## config.mk

```make
export PLATFORM = sky130hd
export DESIGN_NAME = copier_mc_flat
export DESIGN_NICKNAME = d
export VERILOG_FILES = /design/src/rtl/copier_mc_if.sv /design/src/rtl/copier_mc.sv /design/src/flat_wrapper.sv
export SDC_FILE = /design/constraint.sdc
export NUM_CORES = 1
export LEC_CHECK = 0
export ABC_AREA = 1
export BUFFER_PORTS_ARGS = -buffer_cell sky130_fd_sc_hd__buf_2
export CORE_MARGIN = 2
export CORE_UTILIZATION = 60
export DETAILED_ROUTE_END_ITERATION = 6
export PLACE_DENSITY_LB_ADDON = 0.12
export SYNTH_ARGS = -nofsm -noshare
export SYNTH_HDL_FRONTEND = slang
export SYNTH_SLANG_ARGS = --single-unit
export TNS_END_PERCENT = 50
```

## constraint.sdc

```tcl
create_clock -name CLK -period 2.65 [get_ports CLK]
set_clock_uncertainty 0.15 [all_clocks]
set_input_delay 0 -clock CLK [delete_from_list [all_inputs] [get_ports CLK]]
set_output_delay 0 -clock CLK [all_outputs]
set_load 0.01 [all_outputs]
```

## src/rtl/copier_mc_if.sv

```systemverilog
// Single-port memory bus shared by all copier_mc channels.
// The copier is the master; the memory answers with mem_ready/mem_rdata.
interface copier_mc_if #(
  parameter int unsigned ADDR_W = 8,
  parameter int unsigned DATA_W = 8
) ();
  logic              mem_ren;
  logic              mem_wen;
  logic [ADDR_W-1:0] mem_addr;
  logic [DATA_W-1:0] mem_wdata;
  logic [DATA_W-1:0] mem_rdata;
  logic              mem_ready;

  modport master (
    output mem_ren, mem_wen, mem_addr, mem_wdata,
    input  mem_rdata, mem_ready
  );

  modport slave (
    input  mem_ren, mem_wen, mem_addr, mem_wdata,
    output mem_rdata, mem_ready
  );
endinterface

```

## src/rtl/copier_mc.sv

```systemverilog
// Multi-channel memory copier/filler with one shared memory port and word-level
// round-robin arbitration; copies run descending when dst > src so overlaps are safe.
module copier_mc #(
  parameter int unsigned NCH    = 2,
  parameter int unsigned ADDR_W = 8,
  parameter int unsigned DATA_W = 8,
  parameter int unsigned LEN_W  = 8
) (
  input  logic                  CLK,
  input  logic                  nRST,
  input  logic [NCH-1:0]        start,
  input  logic [NCH-1:0]        fill,
  input  logic [NCH*ADDR_W-1:0] src_addr,
  input  logic [NCH*ADDR_W-1:0] dst_addr,
  input  logic [NCH*LEN_W-1:0]  copy_size,
  input  logic [NCH*DATA_W-1:0] fill_data,
  output logic [NCH-1:0]        busy,
  output logic [NCH-1:0]        finished,
  copier_mc_if.master           mem
);
  localparam int unsigned IDX_W = (NCH > 1) ? $clog2(NCH) : 1;

  typedef enum logic [1:0] {StIdle, StRead, StWrite} state_e;

  state_e            r_state;
  logic [IDX_W-1:0]  r_rr;
  logic [IDX_W-1:0]  r_grant;
  logic [NCH-1:0]    r_busy;
  logic [NCH-1:0]    r_fin;
  logic [NCH-1:0]    r_fill;
  logic [NCH-1:0]    r_desc;
  logic [ADDR_W-1:0] r_rptr  [NCH];
  logic [ADDR_W-1:0] r_wptr  [NCH];
  logic [LEN_W-1:0]  r_rem   [NCH];
  logic [DATA_W-1:0] r_fdata [NCH];
  logic [DATA_W-1:0] r_buf;
  logic              r_ren;
  logic              r_wen;
  logic [ADDR_W-1:0] r_addr;
  logic [DATA_W-1:0] r_wdata;

  logic [ADDR_W-1:0] w_src  [NCH];
  logic [ADDR_W-1:0] w_dst  [NCH];
  logic [LEN_W-1:0]  w_size [NCH];
  logic [DATA_W-1:0] w_fdat [NCH];
  logic              w_any;
  logic [IDX_W-1:0]  w_gnt;

  always_comb begin
    for (int i = 0; i < NCH; i++) begin
      w_src[i]  = src_addr[i*ADDR_W +: ADDR_W];
      w_dst[i]  = dst_addr[i*ADDR_W +: ADDR_W];
      w_size[i] = copy_size[i*LEN_W +: LEN_W];
      w_fdat[i] = fill_data[i*DATA_W +: DATA_W];
    end
  end

  // First busy channel at or after the round-robin pointer.
  always_comb begin
    w_any = 1'b0;
    w_gnt = '0;
    for (int k = 0; k < NCH; k++) begin
      if (!w_any && r_busy[(int'(r_rr) + k) % int'(NCH)]) begin
        w_any = 1'b1;
        w_gnt = IDX_W'((int'(r_rr) + k) % int'(NCH));
      end
    end
  end

  always_ff @(posedge CLK or negedge nRST) begin
    if (!nRST) begin
      r_state <= StIdle;
      r_rr    <= '0;
      r_grant <= '0;
      r_busy  <= '0;
      r_fin   <= '0;
      r_fill  <= '0;
      r_desc  <= '0;
      r_buf   <= '0;
      r_ren   <= 1'b0;
      r_wen   <= 1'b0;
      r_addr  <= '0;
      r_wdata <= '0;
      for (int i = 0; i < NCH; i++) begin
        r_rptr[i]  <= '0;
        r_wptr[i]  <= '0;
        r_rem[i]   <= '0;
        r_fdata[i] <= '0;
      end
    end else begin
      r_fin <= '0;
      for (int i = 0; i < NCH; i++) begin
        if (start[i] && !r_busy[i]) begin
          if (w_size[i] == '0) begin
            r_fin[i] <= 1'b1;
          end else begin
            r_busy[i]  <= 1'b1;
            r_fill[i]  <= fill[i];
            r_rem[i]   <= w_size[i];
            r_fdata[i] <= w_fdat[i];
            if (!fill[i] && (w_dst[i] > w_src[i])) begin
              r_desc[i] <= 1'b1;
              r_rptr[i] <= w_src[i] + ADDR_W'(w_size[i]) - ADDR_W'(1);
              r_wptr[i] <= w_dst[i] + ADDR_W'(w_size[i]) - ADDR_W'(1);
            end else begin
              r_desc[i] <= 1'b0;
              r_rptr[i] <= w_src[i];
              r_wptr[i] <= w_dst[i];
            end
          end
        end
      end

      unique case (r_state)
        StIdle: begin
          if (w_any) begin
            r_grant <= w_gnt;
            if (r_fill[w_gnt]) begin
              r_state <= StWrite;
              r_wen   <= 1'b1;
              r_addr  <= r_wptr[w_gnt];
              r_wdata <= r_fdata[w_gnt];
            end else begin
              r_state <= StRead;
              r_ren   <= 1'b1;
              r_addr  <= r_rptr[w_gnt];
            end
          end
        end
        StRead: begin
          if (mem.mem_ready) begin
            r_buf   <= mem.mem_rdata;
            r_ren   <= 1'b0;
            r_state <= StWrite;
          end
        end
        StWrite: begin
          // A copy arrives here with the enable low and launches the write from the buffer.
          if (!r_wen) begin
            r_wen   <= 1'b1;
            r_addr  <= r_wptr[r_grant];
            r_wdata <= r_buf;
          end else if (mem.mem_ready) begin
            r_wen <= 1'b0;
            if (r_desc[r_grant]) begin
              r_rptr[r_grant] <= r_rptr[r_grant] - ADDR_W'(1);
              r_wptr[r_grant] <= r_wptr[r_grant] - ADDR_W'(1);
            end else begin
              r_rptr[r_grant] <= r_rptr[r_grant] + ADDR_W'(1);
              r_wptr[r_grant] <= r_wptr[r_grant] + ADDR_W'(1);
            end
            r_rem[r_grant] <= r_rem[r_grant] - LEN_W'(1);
            if (r_rem[r_grant] == LEN_W'(1)) begin
              r_busy[r_grant] <= 1'b0;
              r_fin[r_grant]  <= 1'b1;
            end
            r_rr    <= (r_grant == IDX_W'(NCH - 1)) ? '0 : r_grant + IDX_W'(1);
            r_state <= StIdle;
          end
        end
        default: r_state <= StIdle;
      endcase
    end
  end

  assign busy          = r_busy;
  assign finished      = r_fin;
  assign mem.mem_ren   = r_ren;
  assign mem.mem_wen   = r_wen;
  assign mem.mem_addr  = r_addr;
  assign mem.mem_wdata = r_wdata;
endmodule

```

## src/flat_wrapper.sv

```systemverilog
// flat-port wrapper written by rule: the top's interface ports become plain ports
module copier_mc_flat 
#(
  parameter int unsigned NCH    = 2,
  parameter int unsigned ADDR_W = 8,
  parameter int unsigned DATA_W = 8,
  parameter int unsigned LEN_W  = 8
)
  (CLK, nRST, start, fill, src_addr, dst_addr, copy_size, fill_data, busy, finished, mem_mem_ren, mem_mem_wen, mem_mem_addr, mem_mem_wdata, mem_mem_rdata, mem_mem_ready);
  copier_mc_if #(.ADDR_W(ADDR_W), .DATA_W(DATA_W)) mem_i ();
  input  logic CLK;
  input  logic nRST;
  input  logic [NCH-1:0] start;
  input  logic [NCH-1:0] fill;
  input  logic [NCH*ADDR_W-1:0] src_addr;
  input  logic [NCH*ADDR_W-1:0] dst_addr;
  input  logic [NCH*LEN_W-1:0] copy_size;
  input  logic [NCH*DATA_W-1:0] fill_data;
  output logic [NCH-1:0] busy;
  output logic [NCH-1:0] finished;
  output wire logic [$bits(mem_i.mem_ren)-1:0] mem_mem_ren;
  output wire logic [$bits(mem_i.mem_wen)-1:0] mem_mem_wen;
  output wire logic [$bits(mem_i.mem_addr)-1:0] mem_mem_addr;
  output wire logic [$bits(mem_i.mem_wdata)-1:0] mem_mem_wdata;
  input wire logic [$bits(mem_i.mem_rdata)-1:0] mem_mem_rdata;
  input wire logic [$bits(mem_i.mem_ready)-1:0] mem_mem_ready;
  assign mem_mem_ren = mem_i.mem_ren;
  assign mem_mem_wen = mem_i.mem_wen;
  assign mem_mem_addr = mem_i.mem_addr;
  assign mem_mem_wdata = mem_i.mem_wdata;
  assign mem_i.mem_rdata = mem_mem_rdata;
  assign mem_i.mem_ready = mem_mem_ready;
  copier_mc #(.NCH(NCH), .ADDR_W(ADDR_W), .DATA_W(DATA_W), .LEN_W(LEN_W)) u_core (.CLK(CLK), .nRST(nRST), .start(start), .fill(fill), .src_addr(src_addr), .dst_addr(dst_addr), .copy_size(copy_size), .fill_data(fill_data), .busy(busy), .finished(finished), .mem(mem_i));
endmodule
```

Word-level counts from Yosys, hierarchy flattened
Cells that the tools add are included.
Widths: inputs -> output; s select.
{ "word_totals": {"wordCells": 201, "output_inout_bits": 22, "inputBits": 79, "regBits": 102} }
{ "classes": {"n_addsub": 15, "bitwise": 8, "mux": 109, "order_cmp": 10, "n_eq_ne": 10, "reduce_logical": 27} }
{ "op_table": {"columns": ["operator", "n"], "rows": [
  ["$mux 8", 41],
  ["$mux 16", 11],
  ["$bwmux 16", 5],
  ["$sub 8x1->8 const B", 7],
  ["$add 8x8->8", 4],
  ["$mux 1", 32],
  ["$pmux 8 s2", 2],
  ["$mux 2", 13],
  ["$add 8x1->8 const B", 2],
  ["$gt 8x8->1", 2],
  ["$logic_not 8->1", 2],
  ["$reduce_and 4->1", 3],
  ["$reduce_and 3->1", 3],
  ["$demux 8 s1", 1],
  ["$eq 8x1->1 const B", 1],
  ["$ne 2x2->1 const B", 4],
  ["$reduce_and 2->1", 4],
  ["$logic_and 1x1->1", 7],
  ["$lt 1x2->1 const B", 3],
  ["$ne 2x1->1 const B", 3],
  ["$pmux 2 s3", 1],
  ["$logic_not 1->1", 5],
  ["$ge 2x2->1 const B", 2],
  ["$not 1->2", 2],
  ["other kinds (15)", 19]
]} }

Logic depth before layout (Yosys ltp)
{ "logic_depth": {"ltp_word": 14, "depth_mapped": 16, "depth_no_buf": 16} }

Worst setup path before layout
OpenSTA, ideal clock, no wires.
{ "synth_timing": {"path_kind": "reg-to-reg", "from": "register u_core.r_grant", "to": "register u_core.r_rptr[4] (netlist bit)", "arrival_ns": 1.606, "setup_slack_ns": 0.771, "period_less_slack_ns": 1.879, "stages_incl_launch_ff": 9, "required_ns": 2.377, "path_buffers": 0, "setup_ns": 0.123, "cell_sequence": "dfrtp_1 o21ai_0 ha_1 nand3_1 nor3_1 a21oi_1 or2_1 nand3_1 nand2_1"} }
{ "synth_between": {"elab_chain_cells": 10, "word_cells_on_any_way": 19, "classes_between": "2 x add/sub; 2 x order compare; 13 x mux; 1 x bitwise; 1 x reduce/logical"} }
{ "synth_rtl": {"columns": ["element", "line", "source"], "rows": [
  ["start, declared", "copier_mc.sv:27", "logic [IDX_W-1:0] r_grant;"],
  ["start signal, assigned", "copier_mc.sv:117", "r_grant <= w_gnt;"],
  ["$not 1->2 (not written as such)", "copier_mc.sv:146, copier_mc.sv:149", null],
  ["$mux 8 (not written as such), or another cell as far along", "copier_mc.sv:146, copier_mc.sv:149", null],
  ["$mux 8 (not written as such) or $logic_and 1x1->1 (tied branches)", "copier_mc.sv:146, copier_mc.sv:149", null],
  ["$mux 8 (not written as such)", "copier_mc.sv:146, copier_mc.sv:149", null],
  ["$add 8x1->8, or another cell as far along", "copier_mc.sv:149", "r_rptr[r_grant] <= r_rptr[r_grant] + ADDR_W'(1);"],
  ["$bwmux 16, on equally long branches", "copier_mc.sv:149, copier_mc.sv:146", null],
  ["$mux 16 *", "copier_mc.sv:145", "if (r_desc[r_grant]) begin"],
  ["$mux 16 *", "copier_mc.sv:143", "end else if (mem.mem_ready) begin"],
  ["$mux 16 *", "copier_mc.sv:139", "if (!r_wen) begin"],
  ["$mux 16 *", "copier_mc.sv:114", "unique case (r_state)"],
  ["end signal, assigned by index", "copier_mc.sv:107", "r_rptr[i] <= w_src[i];"],
  ["end signal, assigned by index", "copier_mc.sv:146", "r_rptr[r_grant] <= r_rptr[r_grant] - ADDR_W'(1);"],
  ["end signal, assigned by index", "copier_mc.sv:149", null],
  ["end, declared", "copier_mc.sv:32", "logic [ADDR_W-1:0] r_rptr [NCH];"]
]} }
Every way passes the cells marked *; elsewhere a longest branch is shown, timed or not. The select of a mux whose other input is x is not followed.
A chain may end at the register's enable or synchronous reset.

Worst setup path after layout
{ "layout_timing": {"from": "input copy_size[9]", "to": "register u_core.r_wptr[5] (netlist bit)"} }
{ "layout_between": {"elab_chain_cells": 10, "word_cells_on_any_way": 12, "classes_between": "2 x add/sub; 9 x mux; 1 x reduce/logical"} }
{ "layout_rtl": {"columns": ["element", "line", "source"], "rows": [
  ["start, declared", "flat_wrapper.sv:17", "input logic [NCH*LEN_W-1:0] copy_size;"],
  ["$add 8x8->8", "copier_mc.sv:104", "r_wptr[i] <= w_dst[i] + ADDR_W'(w_size[i]) - ADDR_W'(1);"],
  ["$sub 8x1->8", "copier_mc.sv:104", null],
  ["$mux 8", "copier_mc.sv:101", "if (!fill[i] && (w_dst[i] > w_src[i])) begin"],
  ["$mux 8 *", "copier_mc.sv:94", "if (w_size[i] == '0) begin"],
  ["$mux 8 *", "copier_mc.sv:93", "if (start[i] && !r_busy[i]) begin"],
  ["$bwmux 16, on equally long branches", "copier_mc.sv:150, copier_mc.sv:147", null],
  ["$mux 16", "copier_mc.sv:145", null],
  ["$mux 16", "copier_mc.sv:143", null],
  ["$mux 16", "copier_mc.sv:139", null],
  ["$mux 16 *", "copier_mc.sv:114", null],
  ["end signal, assigned by index", "copier_mc.sv:108", "r_wptr[i] <= w_dst[i];"],
  ["end signal, assigned by index", "copier_mc.sv:147", "r_wptr[r_grant] <= r_wptr[r_grant] - ADDR_W'(1);"],
  ["end signal, assigned by index", "copier_mc.sv:150", "r_wptr[r_grant] <= r_wptr[r_grant] + ADDR_W'(1);"],
  ["end, declared", "copier_mc.sv:33", "logic [ADDR_W-1:0] r_wptr [NCH];"]
]} }
Every way passes the cells marked *; elsewhere a longest branch is shown, timed or not.

==> results.json <==
{
  "outcome": "finished, final reports clean",
  "maxSlewViolCount": 0,
  "synthAdderAreaFrac_pct": 12.0,
  "setup_violations": 0,
  "synth.mux.area_fraction_pct": 0.478,
  "worst_r2r_path_depth": 9,
  "crit_arrival_ns": 2.54,
  "die_w_um": 122,
  "p_int_mw": 4.59,
  "start_util_pct": 60.8,
  "drt_iter0_markers": 764,
  "tightest_slew_ns": 0.726,
  "grt_pass1_wl_mm": 40.3,
  "crit_required_ns": 2.75,
  "syn_nets": 1408,
  "synth_top_family_by_area": "simple AND/OR/NAND/NOR gates",
  "dr.max_layer_used": "met4",
  "rsz0062_at_grt": "false",
  "cp-end-kind": "flop",
  "synth_compound_area_share_pct": 15.1,
  "comb_power_share_pct": 55.4,
  "final_area_um2": 10100,
  "cp_num_buf_inv": 4,
  "cp_slowest_stage_delay_ns": 0.52,
  "synth_seq_area_share_pct": 30.5,
  "antenna_found_initial": 0,
  "async_reset_ff_share_pct": 100,
  "slew-limit-headroom_pct": 51.1,
  "fill_cells": 1203,
  "drive_gt1_share_pct": 11.3,
  "pin_count": 101,
  "timing.rr.start": "u_core.r_grant",
  "hold_viol": 0,
  "mostFrequentLayoutCells": "nand2_1 (367), inv_1 (212), dfrtp_1 (102)",
  "post-route-drc-count": 0,
  "h-tree-depth": 3,
  "r2r-end": "u_core.busy[1]",
  "met1Wirelength_mm": 11.0,
  "dp_hpwl_mm": 18.5,
  "core_um2": 13800,
  "final_common_cell": "nand2_1",
  "gr-usage-all-layers_pct": 34.8,
  "p_leak_nw": 5.44,
  "placed_cells_incl_taps": 1514,
  "cap_violations": 0,
  "areaGrowthSynthToFinish_pct": 20.7,
  "finalNetCount": 1572,
  "powerDensity_nw_per_um2": 866,
  "drt-total-wl_mm": 25.5,
  "clock-sinks": 102,
  "place_ws_ns": 0.347,
  "place_area_um2": 9110,
  "synth-seq-cells": 102,
  "netlist_area_um2": 8370,
  "ys.flop_type": "dfrtp_1",
  "finalSetupTns_ns": 0,
  "fp-row-count": 43,
  "ys.warnings.count": 0,
  "clock-root-buffer": "clkbuf_16",
  "power.share.sequential_pct": 29.3,
  "die_h_um": 122,
  "synth-xor-area-share_pct": 2.72,
  "yosys.area_share.simple_pct": 27.1,
  "peakVddDrop_mv": 0.587,
  "fin_crit_sh_pct": 92.0,
  "clock_path_buffers": 2,
  "crit_family": "adder cells",
  "avgSynthCellArea_um2": 6.69,
  "cts_buffers": 9,
  "synth_edf_count": 0,
  "p_sw_share_pct": 47.5,
  "cp_cell_sequence": "dlygate4sd3_1, buf_2, inv_1, ha_1, inv_1, ha_1, fa_1, a21oi_1, xor2_1, o21ai_0, o21ai_1, nand2_1",
  "io_buffer_count": 100,
  "wire_per_inst_um": 15.9,
  "gp_routability_congestion": 0.982,
  "overflow": 0,
  "ys_types": 40,
  "tritoncts": "built",
  "grt_max_degree": 62,
  "pwr-share-clk_pct": 15.3,
  "syn_inst": 1251,
  "period_minus_slack_ns": 2.44,
  "n_antenna_cell": 0,
  "path_class": "in -> reg",
  "fin_cells": 1599,
  "die_area_um2": 14900,
  "power_mw": 8.75,
  "timing.reg2reg.setup_slack_ns": 0.34,
  "avgViaCountPerCell": 5.46,
  "met3_length_mm": 1.72,
  "first_pass_iters": 5,
  "ant_nets": 0,
  "route.met2.wl_mm": 12.1,
  "fmax_mhz": 410,
  "grt_pass1_vias": 8248,
  "startpoint_type": "input pin",
  "insertion_delay_ns": 0.36,
  "hold_class": "in -> async",
  "clk_pin_slew_ns": 0.07,
  "setup_slack_ns": 0.212,
  "dr_total_vias": 8729,
  "switchingPower_mw": 4.16,
  "crit_fanout": 3,
  "worst_path_max_delay_cell": "dlygate4sd3_1"
}
layer usage:
layer / vias up / GRT usage (%)
met3: 54 / 5.15
met2: 326 / 58.4
met4: 0 / 10.9
met5: - / 0
li1: 4320 / -
met1: 4029 / 46.4
cells in the mapped netlist (4+ instances only):
master    count  area share (%)
or2_2         5            0.37
dfrtp_1     102              30
nand4_1      15             1.1
nor2_1       60             2.7
nand3_1      82             4.9
o21ai_0     100             6.0
fa_1          4            0.96
nand3b_1      4            0.36
o21ai_1      30             1.8
nor2_2        4            0.30
ha_1         74              11
a21oi_1      71             4.2
xnor2_1      12             1.3
mux2i_1       4            0.48
buf_2        15            0.90
inv_1       212             9.5
nand2_1     368              17
xor2_1       14             1.5
a22oi_1      10            0.90
inv_2         4            0.18
clkbuf_1     20            0.90
o211ai_1     13             1.2
state kept, by name (all words and copies together), names as in the netlist:
register,cells
u_core.r_wptr,16
u_core.r_desc,2
u_core.mem.mem_ren,1
u_core.mem.mem_wen,1
u_core.r_fill,2
u_core.r_buf,8
u_core.mem.mem_wdata,8
u_core.mem.mem_addr,8
u_core.finished,2
u_core.r_rr,1
u_core.busy,2
u_core.r_rptr,16
u_core.r_rem,16
u_core.r_state,2
u_core.r_fdata,16
u_core.r_grant,1
how the worst max path moves through the flow:
| stage | from | to | slack [ns] | cells past startpoint |
|---|---|---|---|---|
| after floorplan | u_core.r_grant | u_core.r_rptr[4] | 0.77 | 8 |
| after global placement | copy_size[9] | u_core.r_wptr[5] | 0.36 | 11 |
| after detailed placement | copy_size[9] | u_core.r_wptr[5] | 0.35 | 11 |
| after CTS | copy_size[9] | u_core.r_wptr[5] | 0.19 | 12 |
| after global routing | copy_size[9] | u_core.r_wptr[5] | 0.01 | 12 |
| final | copy_size[9] | u_core.r_wptr[5] | 0.21 | 12 |
cell type report:
class | instances | area (µm²) | share of cell area [%]
inverter | 217 | 818 | 8.10
sequential | 102 | 2550 | 25.3
timing repair buffer | 193 | 1400 | 13.9
clock buffer | 10 | 239 | 2.36
multi-input combinational | 892 | 4820 | 47.7
clock inverter | 5 | 52.6 | 0.520
tap | 180 | 225 | 2.23
logic make-up (layout without fill, tap and decap cells):
family                     after synthesis  after routing
DFF                                    102            102
adders and majority gates               78             78
xor gates and xnor gates                26             26
buffers and inverters                  257            425
muxes                                    4              4
and+or+nand+nor                        549            549
AOI/OAI and AO/OA                      235            235
power groups by stage:
stage | combinational [mW] | sequential [mW] | clock, mW
after floorplan | 3.37 | 2.51 | 0
after global placement | 4.59 | 2.57 | 0
after detailed placement | 4.65 | 2.58 | 0
after CTS | 4.76 | 2.55 | 1.35
after global routing | 5.47 | 2.62 | 1.41
final | 4.85 | 2.56 | 1.33
metrics by stage:
stage,hold WS (ns),util (%)
finish,0.0186,73.4
global route,0.0279,73.4
CTS,0.000496,73.3
detailed placement,-0.120,66.1
global placement,-0.122,66.1
floorplan,-0.446,-
repair_timing:
action                                  4_1_cts  5_1_grt
resized for setup                             0        3
hold buffers                                 70        0
hold endpoints to repair                    173        0
endpoints found under the setup margin        0        8
buffers inserted                              0        0
Note: power is estimated with default switching activity, not from simulation.
